File: src/rtl/imem_pkg.sv
// Shared definitions for the instruction-memory arbiter.
//   IMEM_ADDR_W / IMEM_DATA_W : default memory word-address and data widths
//   OWNER_*                   : encoding of who owns the pending response slot
//   owner_t                   : 2-bit owner code type
package imem_pkg;

  localparam int unsigned IMEM_ADDR_W = 10;
  localparam int unsigned IMEM_DATA_W = 32;

  typedef logic [1:0] owner_t;

  localparam owner_t OWNER_NONE   = 2'd0;
  localparam owner_t OWNER_FETCH  = 2'd1;
  localparam owner_t OWNER_LOADER = 2'd2;

endpackage

File: src/rtl/imem_arbiter.sv
// Arbitrates the single-ported instruction memory between the core fetch port
// and the program-loader port, with round-robin fairness, a loader lock that
// holds off fetch, one-cycle read latency and per-requester range errors.
// Ports:
//   clk, rst                   clock, asynchronous active-high reset
//   f_req/f_addr               fetch request (read only), byte address
//   f_gnt/f_rvalid/f_rdata/f_err   fetch grant and response
//   l_req/l_we/l_addr/l_wdata  loader request, write enable, byte address, data
//   l_lock                     loader lock; fetch never granted while high
//   l_gnt/l_rvalid/l_rdata/l_err   loader grant and response (write ack: rdata 0)
//   m_en/m_we/m_addr/m_wdata   memory command, same cycle as the grant
//   m_rdata                    memory read data, valid the cycle after a read
module imem_arbiter
  import imem_pkg::*;
#(
  parameter int unsigned ADDR_W = IMEM_ADDR_W,
  parameter int unsigned DATA_W = IMEM_DATA_W
) (
  input  logic              clk,
  input  logic              rst,
  input  logic              f_req,
  input  logic [31:0]       f_addr,
  output logic              f_gnt,
  output logic              f_rvalid,
  output logic [DATA_W-1:0] f_rdata,
  output logic              f_err,
  input  logic              l_req,
  input  logic              l_we,
  input  logic [31:0]       l_addr,
  input  logic [DATA_W-1:0] l_wdata,
  input  logic              l_lock,
  output logic              l_gnt,
  output logic              l_rvalid,
  output logic [DATA_W-1:0] l_rdata,
  output logic              l_err,
  output logic              m_en,
  output logic              m_we,
  output logic [ADDR_W-1:0] m_addr,
  output logic [DATA_W-1:0] m_wdata,
  input  logic [DATA_W-1:0] m_rdata
);

  owner_t      rr_last;
  owner_t      resp_owner;
  logic        resp_err;
  logic        resp_we;

  logic [31:0] g_addr;
  logic        g_any;
  logic        g_oor;
  logic        unused_ok;

  // Grant decision: lock forces loader, otherwise the side that did not win last.
  always_comb begin
    f_gnt = 1'b0;
    l_gnt = 1'b0;
    if (!rst) begin
      if (f_req && l_req) begin
        if (l_lock || (rr_last == OWNER_FETCH)) begin
          l_gnt = 1'b1;
        end else begin
          f_gnt = 1'b1;
        end
      end else if (f_req) begin
        f_gnt = ~l_lock;
      end else if (l_req) begin
        l_gnt = 1'b1;
      end
    end
  end

  // Memory command from the granted side; out-of-range accesses never reach memory.
  always_comb begin
    g_addr  = l_gnt ? l_addr : f_addr;
    g_any   = f_gnt | l_gnt;
    g_oor   = |g_addr[31:ADDR_W+2];
    m_en    = g_any & ~g_oor;
    m_we    = l_gnt & l_we & ~g_oor;
    m_addr  = g_any ? g_addr[ADDR_W+1:2] : '0;
    m_wdata = l_gnt ? l_wdata : '0;
  end

  // Byte offset within a word is intentionally ignored.
  assign unused_ok = ^g_addr[1:0];

  // Round-robin history and the single outstanding response slot.
  always_ff @(posedge clk or posedge rst) begin
    if (rst) begin
      rr_last    <= OWNER_LOADER;
      resp_owner <= OWNER_NONE;
      resp_err   <= 1'b0;
      resp_we    <= 1'b0;
    end else begin
      if (l_gnt) begin
        rr_last    <= OWNER_LOADER;
        resp_owner <= OWNER_LOADER;
        resp_err   <= g_oor;
        resp_we    <= l_we;
      end else if (f_gnt) begin
        rr_last    <= OWNER_FETCH;
        resp_owner <= OWNER_FETCH;
        resp_err   <= g_oor;
        resp_we    <= 1'b0;
      end else begin
        resp_owner <= OWNER_NONE;
        resp_err   <= 1'b0;
        resp_we    <= 1'b0;
      end
    end
  end

  // Response: rdata only passes memory data for an in-range read owned by that side.
  always_comb begin
    f_rvalid = (resp_owner == OWNER_FETCH);
    l_rvalid = (resp_owner == OWNER_LOADER);
    f_err    = f_rvalid & resp_err;
    l_err    = l_rvalid & resp_err;
    f_rdata  = (f_rvalid && !resp_err) ? m_rdata : '0;
    l_rdata  = (l_rvalid && !resp_err && !resp_we) ? m_rdata : '0;
  end

endmodule

File: config.mk
export PLATFORM = sky130hd
export DESIGN_NAME = imem_arbiter
export DESIGN_NICKNAME = d
export VERILOG_FILES = /design/src/rtl/imem_pkg.sv /design/src/rtl/imem_arbiter.sv
export SDC_FILE = /design/constraint.sdc
export NUM_CORES = 1
export LEC_CHECK = 0
export BUFFER_PORTS_ARGS = -buffer_cell sky130_fd_sc_hd__clkbuf_2
export CAP_MARGIN = 15
export CORE_AREA = 2 2 96 98
export CTS_BUF_LIST = sky130_fd_sc_hd__clkbuf_4 sky130_fd_sc_hd__clkbuf_8
export DETAILED_ROUTE_END_ITERATION = 10
export DIE_AREA = 0 0 98 100
export GPL_TIMING_DRIVEN = 0
export PLACE_DENSITY = 0.48
export SYNTH_ARGS = -nofsm -noshare
export SYNTH_HDL_FRONTEND = slang
export SYNTH_SLANG_ARGS = --single-unit
File: constraint.sdc
create_clock -name clk -period 1.42 [get_ports clk]
set_input_delay 0.142 -clock clk [delete_from_list [all_inputs] [get_ports clk]]
set_output_delay 0.142 -clock clk [all_outputs]
set_load 0.02 [all_outputs]
After elaboration in Yosys (flattened, before gate mapping)
Index checks and enable logic that the tools add are counted. Widths: inputs -> output; s select.

Mux-type cells: 21. Equal/unequal tests: 3. Reductions and logical operators: 9. Bitwise operators: 8.

Operators by type and width (number): $mux 32 (4); $reduce_or 20->1 (1); $mux 1 (13); $mux 10 (1); $mux 2 (3); $and 1x1->1 (5); $eq 2x1->1 const B (2); $logic_and 1x1->1 (4); $eq 2x2->1 const B (1); $logic_not 1->1 (2); $not 1->1 (2); $reduce_bool 2->1 (1); $logic_or 1x1->1 (1); $or 1x1->1 (1).

Input bits: 134. Bits in registers: 6.

Depth between registers and ports, before layout
Gate-level depths: netlist of run 1.

Depth after elaboration: 9. Gate-level depth with buffers: 5.

Least setup slack after synthesis of run 1
OpenSTA, ideal clock, no wires.

Path type: flip-flop to output port. From: register resp_owner[0]. To: output port l_rdata[0]. Arrival time: 1.499 ns. Cell stages (with the launch flop): 5. Slack: -0.221 ns. Required time: 1.278 ns. Path through: dfrtp_1 nor2b_1 nor3b_2 clkbuf_1 and2_1.

Cells in the longest elaborated chain, start to end: 4.

Ends and longest elaborated chain: from (decl) (RTL line imem_arbiter.sv:44) `owner_t resp_owner;`; from (signal assigned) (RTL line imem_arbiter.sv:90) `resp_owner <= OWNER_NONE;`; from (signal assigned) (RTL line imem_arbiter.sv:96) `resp_owner <= OWNER_LOADER;`; from (signal assigned) (RTL line imem_arbiter.sv:101) `resp_owner <= OWNER_FETCH;`; $eq 2x2->1 (RTL line imem_arbiter.sv:115) `l_rvalid = (resp_owner == OWNER_LOADER);`; named net l_rvalid (RTL line imem_arbiter.sv:33) `output logic l_rvalid,`; $logic_and 1x1->1 (2 in a row) (RTL line imem_arbiter.sv:119) `l_rdata = (l_rvalid && !resp_err && !resp_we) ? m_rdata : '0;`; $mux 32 (RTL line imem_arbiter.sv:119); to (decl) (RTL line imem_arbiter.sv:34) `output logic [DATA_W-1:0] l_rdata,`.

The timed path passes the listed nets, and every way through them passes these cells.

Worst setup path after layout of run 1
From: register rr_last[1]. To: output port m_wdata[26].

Cells in the longest elaborated chain, start to end: 6.

Ends and longest elaborated chain: from (decl) (RTL line imem_arbiter.sv:43) `owner_t rr_last;`; from (signal assigned) (RTL line imem_arbiter.sv:89) `rr_last <= OWNER_LOADER;`; from (signal assigned) (RTL line imem_arbiter.sv:95) `rr_last <= OWNER_LOADER;`; from (signal assigned) (RTL line imem_arbiter.sv:100) `rr_last <= OWNER_FETCH;`; $eq 2x1->1 (RTL line imem_arbiter.sv:59) `if (l_lock || (rr_last == OWNER_FETCH)) begin`; $logic_or 1x1->1 (RTL line imem_arbiter.sv:59); $mux 1 (RTL line imem_arbiter.sv:59); $mux 1 (RTL line imem_arbiter.sv:58) `if (f_req && l_req) begin`; $mux 1 (RTL line imem_arbiter.sv:57) `if (!rst) begin`; $mux 32 (RTL line imem_arbiter.sv:80) `m_wdata = l_gnt ? l_wdata : '0;`; to (decl) (RTL line imem_arbiter.sv:39) `output logic [DATA_W-1:0] m_wdata,`.

Every way passes these cells.

==> run summary, run 1 <==
The normalized max-slew margin came out at 78.77%. The analysis attributes to net switching a power of 0.0005227 W. Summed over all instances, the cell type with the most area after synthesis is sky130_fd_sc_hd__and2_1. The number of max-capacitance violations reported is 0. The DRC marker count from the first detailed-route iteration is 16.

The required time of the critical path is 1.28 ns. The number of nets in the synthesized netlist is 297. The first detailed-routing pass took 4 iterations. The number of clock buffers inserted by TritonCTS came out at 3.

The relative contribution of sequential cells to total power came out at 14.0%. The synthesized area divided by synthesized cell count came out at 7.146 um^2. Together, buffers and inverters on the worst path number 3. The top cell types in the final layout, fill and taps aside, are sky130_fd_sc_hd__clkbuf_2, sky130_fd_sc_hd__and2_4, sky130_fd_sc_hd__buf_8, sky130_fd_sc_hd__nor4_1, sky130_fd_sc_hd__buf_4. Once detail routing completed, the nets flagged for antenna violations numbered 0. The y dimension of the die is 100 um.

The total placed instance area came out at 2700 um^2. Setup repair after global routing could not meet its margin everywhere. Entering global routing, the biggest net connects 12 pins. The routed length per placed instance came out at 14.47 um. The number of vias after detailed routing is 2218. The path class of the lowest-slack min-delay path is input port to register. The maximum achievable frequency came out at 536.0 MHz.

The worst setup path is launched from a register. The proportion of total power due to net switching came out at 35.17%. The checks that failed: negative setup slack. The biggest fanout along the worst timing path is 11. Synthesis produced 163 cells. The layout overhead on the synthesized area came out at 238.2%. The sequential share of the synthesized area came out at 13.00%. The family with the most delay on the worst path is flip-flops. Traced cell by cell, the critical path runs through nor2b_4 -> o311a_4 -> buf_4 -> clkbuf_16 -> and2_4 -> buf_4.

The register clock-pin slew on the reported worst setup and hold paths is 0.04 ns. The largest buffer count on any clock path came out at 2. The overall global routing resource usage came out at 14.02%. The clock network accounts for 19.4% of the total power. Pin placement for this block handled 248 I/O pins. The portion of synthesized cell area occupied by the leading cell type is 53.71%. The clock arrives with 0.001207 ns of skew. The reported leakage power is 2.146 nW. The horizontal die dimension is 98 um. The final hold violation count is 0. For this run, design rule violations remaining after detail routing come to 0. The number of antenna violations at the first check in global routing was 0. The mean number of vias per cell came out at 4.092.

The initialized floorplan defines 35 standard-cell rows. The most repeated library cell on the critical path is sky130_fd_sc_hd__buf_4. Dividing total power by cell area gives a power density of 377.2 nW/um^2. The first global-routing pass estimated 11180 um of wire. The number of max-slew violations in the final report came out at 0.

The routability congestion estimate came out at 0.7493. After floorplanning, the core was sized to cover 8890 um^2. The flip-flop and latch count after synthesis came out at 6. The CTS H-tree depth came out at 1. The classification of the worst setup path is register to primary output. The final number of setup-violating endpoints came out at 110. Ranked by total cell area, the synthesized netlist is headed by sky130_fd_sc_hd__and2_1, sky130_fd_sc_hd__dfrtp_1, sky130_fd_sc_hd__a22o_1. TritonCTS built the clock tree.

The final-layout worst hold slack is 0.1700 ns. With fillers left out, the area of the finished cells amounts to 3940 um^2. The cell-internal power came out at 0.0009636 W.

The arrival time at the worst endpoint is 1.72 ns. The overflow left after global routing came out at 0. On the worst path, the slowest cell contributes a delay of 0.55 ns. The flow ran to the end, but the final reports show violations.

The transition at the pin with the smallest max-transition slack is 0.3172 ns. Subtracting the final worst setup slack from the clock period gives 1.866 ns. After synthesis the cells add up to 1165 um^2.

The share of the clock period used by the worst path after layout is 131.4%. The buffer type at the clock tree root is sky130_fd_sc_hd__clkbuf_8. The number of sinks handled by clock tree synthesis is 6. The relative contribution of combinational cells to total power is 66.6%. The highest ir drop seen on vdd is 0.2384 mV. For the worst-skew pair, the clock arrives at the later sink with an insertion delay of 0.22 ns. The total power draw came out at 0.001486 W. The number of diodes added for antenna fixing came out at 0. The number of distinct library cell variants in the gate-level netlist after synthesis came out at 22.

STA classifies the critical path endpoint as a primary output. The HPWL after detailed placement is 5877 um. The most frequent standard cell in the layout excluding fill and tap cells is sky130_fd_sc_hd__clkbuf_2.

The number of warning messages in the yosys log is 0. The count of input and output buffers is 243. For this run, the post-layout net count is 566. The slowest stage of the critical path is the sky130_fd_sc_hd__dfstp_2 cell.

Summed over all layers, the routed wires come to 7842 um. The initial core utilization came out at 13.10%. The floorplan die area came out at 9800 um^2. The number of global-route vias before repair came to 2246. Cells with a size suffix above 1 make up 90.49% of the layout.

The slack of the critical path is -0.4457 ns.
layout make-up:
class	instances	area [um^2]
Fill cell	838	4950
Timing Repair Buffer	264	2155
Multi-Input combinational cell	140	1260
Buffer	12	167.7
Sequential cell	6	151.4
Tap cell	111	138.9
Clock buffer	4	48.80
Inverter	5	18.77
synth_stat cells:
library cell	number
sky130_fd_sc_hd__dfstp_2	1
sky130_fd_sc_hd__nor2b_4	1
sky130_fd_sc_hd__dfrtp_1	5
sky130_fd_sc_hd__and2_1	100
sky130_fd_sc_hd__o22ai_1	1
sky130_fd_sc_hd__inv_1	4
sky130_fd_sc_hd__nand3_1	2
sky130_fd_sc_hd__nor2_1	1
sky130_fd_sc_hd__buf_2	2
sky130_fd_sc_hd__nand2_1	4
sky130_fd_sc_hd__a21oi_1	2
sky130_fd_sc_hd__nor3_4	1
sky130_fd_sc_hd__nor4_1	10
sky130_fd_sc_hd__a22o_1	11
sky130_fd_sc_hd__or3b_4	1
sky130_fd_sc_hd__nor3b_2	1
sky130_fd_sc_hd__buf_6	2
sky130_fd_sc_hd__nor2b_1	3
sky130_fd_sc_hd__inv_2	1
sky130_fd_sc_hd__clkbuf_1	8
sky130_fd_sc_hd__o311a_4	1
sky130_fd_sc_hd__a21oi_2	1
power by group through the flow:
stage          combinational [W]  clock [W]  sequential [W]
6_report                0.000990   0.000289        0.000208
5_1_grt                  0.00105   0.000322        0.000209
4_1_cts                 0.000915   0.000292        0.000208
3_5_place_dp            0.000701          0        0.000209
3_3_place_gp            0.000695          0        0.000208
2_1_floorplan           0.000371          0        0.000204
metrics by stage:
step | TNS, ns | utilization [%] | setup WS [ns] | cells
6_report | -33.05 | 44.32 | -0.4457 | 542
5_1_grt | -39.99 | 44.32 | -0.5123 | 542
4_1_cts | -36.53 | 42.31 | -0.4553 | 540
3_5_place_dp | -21.32 | 30.37 | -0.2674 | 517
3_3_place_gp | -20.65 | 30.37 | -0.2701 | 517
2_1_floorplan | -1.182 | - | -0.05569 | 163
logic make-up (layout without fill, tap and decap cells):
family / Yosys count / after routing / share of synthesized area (%)
flip-flops: 6 / 6 / 13.00
AO/OA/AOI/OAI: 16 / 16 / 12.25
AND/OR/NAND/NOR: 124 / 124 / 67.78
buffers and inverters: 17 / 285 / 6.981
sequential cells by signal, summed over array words and instances, names as in the netlist:
signal,flops
resp_owner,2
resp_err,1
rr_last,2
resp_we,1
worst paths after layout:
path / startpoint / to / slack [ns] / cells past startpoint
max reg2reg: rr_last[1] / resp_err / -0.11 / 6
min reg2reg: rr_last[1] / rr_last[1] / 0.51 / 2
min: l_we / resp_we / 0.17 / 2
min in group asynchronous: rst / resp_we / 0.43 / 3
max in group asynchronous: rst / resp_owner[0] / 0.80 / 3
max: rr_last[1] / m_wdata[26] / -0.45 / 6
per-layer routing:
layer  track usage (%)  wire [um]  vias up  share of wire, %
met5                 0          0        -                 0
met4             2.137         31        0              0.40
met3             3.969        743        2               9.5
met2             27.98       4336      148                55
met1             14.79       2730      996                35
li1                  -          -     1072                 -
repair_timing:
item | 4_1_cts | 5_1_grt
endpoints found under the hold margin | 5 | 0
cloned | 5 | 1
setup endpoints to repair | 111 | 112
pin swaps | 54 | 12
buffers inserted | 12 | 1
hold buffers | 2 | 0
gates resized for setup | 209 | 102
(Power assumes the default switching activity.)
==> run 2: changes to the inputs <==
Settings changed: CORE_AREA 2 2 96 98 to 5 5 93 95, PLACE_DENSITY 0.48 to 0.54.
==> run 2 against run 1 <==
Compared with the run above: the flow still finishes with violations (negative setup slack); fmax shrank 0.51%; die area is the same; combinational power grew 7%; worst hold slack lost 0.0045 ns; critical path depth is the same; sequential share of layout area shrank 0.14 points; total power grew 4.1%; final area grew 3.8%; sequential power is essentially flat; final cell count shrank 0.18%; flip-flop and latch count is the same; core utilization grew 9.2 points; highest routed layer unchanged.
==> run summary, run 2 (synthesis results as in run 1) <==
The run finished, with violations left. The final reports fail on negative setup slack. The number of vias after detailed routing came to 2291 (+3.3%). The mean number of vias per cell came out at 4.235 (+3.5%). The largest buffer count on any clock path came to 2 (unchanged). The total wirelength of the detailed-routed design came out at 9724 um (+24%).

The CTS tree is done. The y dimension of the die came out at 100 um (unchanged). The arrival time at the worst endpoint came out at 1.73 ns (about the same). The layout overhead on the synthesized area is 251.1%. The worst setup slack before clock tree synthesis came to -0.2444 ns (+0.02301 ns). The global-route wire length before repair was 13460 um (+20%). The time the worst path needs with I/O delays and setup came to 1.875 ns (+0.009646 ns).

The largest registers in the layout are resp_owner x2, rr_last x2. The final net count is 574 (+1.4%). The register clock-pin slew on the reported worst setup and hold paths is 0.04 ns (about the same). The HPWL after detailed placement came to 6839 um (+16%).

The DRC marker count from the first detailed-route iteration came out at 36 (+20). The buffer type at the clock tree root is sky130_fd_sc_hd__clkbuf_8. The number of diodes added for antenna fixing came out at 0 (unchanged).

The highest ir drop seen on vdd is 0.2407 mV (+0.96%). The path class of the tightest hold or removal check is input port to register. The library cell used most frequently in the layout, excluding fill and tap cells, is sky130_fd_sc_hd__clkbuf_2. The horizontal die dimension came out at 98 um (unchanged). The clock latency on the worst-skew pair is 0.22 ns (about the same).

The element type at the critical path start is a register. The final cell area excluding filler cells came out at 4090 um^2 (+3.8%). The routability congestion estimate is 0.8400 (+12%). The library cells used most frequently in the layout, excluding fill and tap cells, are sky130_fd_sc_hd__clkbuf_2, sky130_fd_sc_hd__and2_4, sky130_fd_sc_hd__buf_8, sky130_fd_sc_hd__buf_6, sky130_fd_sc_hd__buf_4. The count of input and output buffers was 243 (unchanged).

The number of clock buffers inserted by TritonCTS came out at 3 (unchanged). The reported leakage power came to 2.209 nW (+2.9%). The overflow left after global routing was 0 (unchanged). The maximum number of pins on one net before global-route repair came out at 12 (unchanged). By startpoint and endpoint, the worst setup path is classified as register to primary output. Setup repair after global routing could not meet its margin everywhere. The maximum achievable frequency is 533.2 MHz (-0.51%). The fraction of layout cells with a size suffix above 1 is 90.89% (+0.40 points). The number of antenna violations at the first check in global routing is 0 (unchanged).

The first-pass iteration count of the detailed router came out at 4 (unchanged). The overall global routing resource usage came to 16.92% (+2.9 points). The initial core utilization is 15.23% (+2.1 points). The final number of setup-violating endpoints came out at 112 (+1.8%). The number of max-slew violations in the final report is 0 (unchanged). The CTS H-tree depth is 1 (unchanged). The floorplan die area came out at 9800 um^2 (unchanged). The power density of the placed cells is 378.4 nW/um^2 (+0.30%). The routed length per placed instance is 17.97 um (+24%).

The final hold violation count is 0 (unchanged). The total placed instance area was 2689 um^2 (-0.42%). The slack of the critical path came to -0.4553 ns (-0.009646 ns).

The area of the core came to 7647 um^2 (-14%). The required time of the critical path is 1.28 ns (about the same). The number of placement rows came out at 32 (-8.6%). The number of max-capacitance violations reported came out at 0 (unchanged). The transition at the pin with the smallest max-transition slack is 0.3082 ns (-0.009012 ns). The number of global-route vias before repair is 2487 (+11%). The worst setup skew after layout came out at 0.002578 ns (+0.001371 ns).

The share of the clock period used by the worst path after layout came to 132.1% (+0.68 points). The number of sinks handled by clock tree synthesis is 6 (unchanged). The normalized max-slew margin came out at 79.26% (+0.49 points). STA classifies the critical path endpoint as a primary output.

The biggest fanout along the worst timing path is 10 (-1). The number of ports placed on the die boundary was 248 (unchanged). The flop-to-flop setup slack is -0.16 ns (-0.05 ns). The number of nets with antenna violations after routing is 0 (unchanged). The final routed DRC violation total came out at 0 (unchanged).
run 2: cell types whose count changed in the layout (fill, tap and decap cells not counted):
| cell | previous run | this run |
|---|---|---|
| sky130_fd_sc_hd__clkbuf_8 | 7 | 3 |
| sky130_fd_sc_hd__clkbuf_4 | 3 | 2 |
| sky130_fd_sc_hd__buf_6 | 8 | 25 |
| sky130_fd_sc_hd__and2_1 | 6 | 5 |
| sky130_fd_sc_hd__and2_4 | 94 | 95 |
| sky130_fd_sc_hd__clkbuf_2 | 162 | 149 |
| sky130_fd_sc_hd__buf_4 | 10 | 22 |
| sky130_fd_sc_hd__buf_2 | 9 | 4 |
| sky130_fd_sc_hd__buf_8 | 76 | 78 |
run 2: worst max-delay path, stage by stage, from the launching register on:
cell and delay [ns]:
sky130_fd_sc_hd__dfstp_2 0.55, sky130_fd_sc_hd__nor2b_4 0.05, sky130_fd_sc_hd__o311a_4 0.33, sky130_fd_sc_hd__buf_12 0.16, sky130_fd_sc_hd__and2_4 0.16, sky130_fd_sc_hd__and2_4 0.12, sky130_fd_sc_hd__buf_2 0.15
run 2: final timing paths:
kind	startpoint	cells past startpoint	to
min in group asynchronous	rst	3	resp_owner[0]
max in group asynchronous	rst	3	rr_last[0]
max	rr_last[1]	6	m_we
min	l_we	2	resp_we
max reg2reg	rr_last[1]	6	resp_err
min reg2reg	rr_last[1]	2	rr_last[1]
run 2: repair_timing:
item	4_1_cts	5_1_grt
cloned	4	2
setup buffers	16	11
setup endpoints to repair	111	113
pin swaps	38	27
endpoints found under the hold margin	5	0
hold buffers	2	0
gates resized for setup	215	164
run 2: per-layer routing:
metal	vias up	part of all wire (%)	global-route usage [%]
li1	1083	-	-
met1	1038	36	17.62
met2	157	54	33.30
met3	13	8.3	4.239
met4	0	2.3	4.792
met5	-	0	0
run 2: layout make-up:
type | count | area (um^2)
plain buffers | 10 | 136.4
clock buffers | 4 | 48.80
fillers | 646 | 3557
inverters | 5 | 18.77
multi-input cells | 140 | 1262
flip-flops and latches | 6 | 151.4
well taps | 102 | 127.6
repair buffers | 274 | 2345
run 2: where the power goes:
part           leakage [nW]  total (W)  internal, W  switching, W
registers            0.0758   0.000206     0.000190     0.0000159
clock network        0.0262   0.000285     0.000212     0.0000730
logic                  2.11    0.00106     0.000600      0.000457
run 2: per-stage QoR:
step	TNS, ns	utilization (%)	cells	hold slack [ns]	power (W)
final	-36.61	53.48	541	0.1655	0.001548
after global routing	-42.95	53.48	541	0.1718	0.001631
after CTS	-36.75	49.17	534	0.1647	0.001437
after detailed placement	-18.13	35.16	508	0.08796	0.0009162
after global placement	-17.08	35.16	508	0.07923	0.0009076
after floorplan	-1.182	-	163	-0.05202	0.0005747
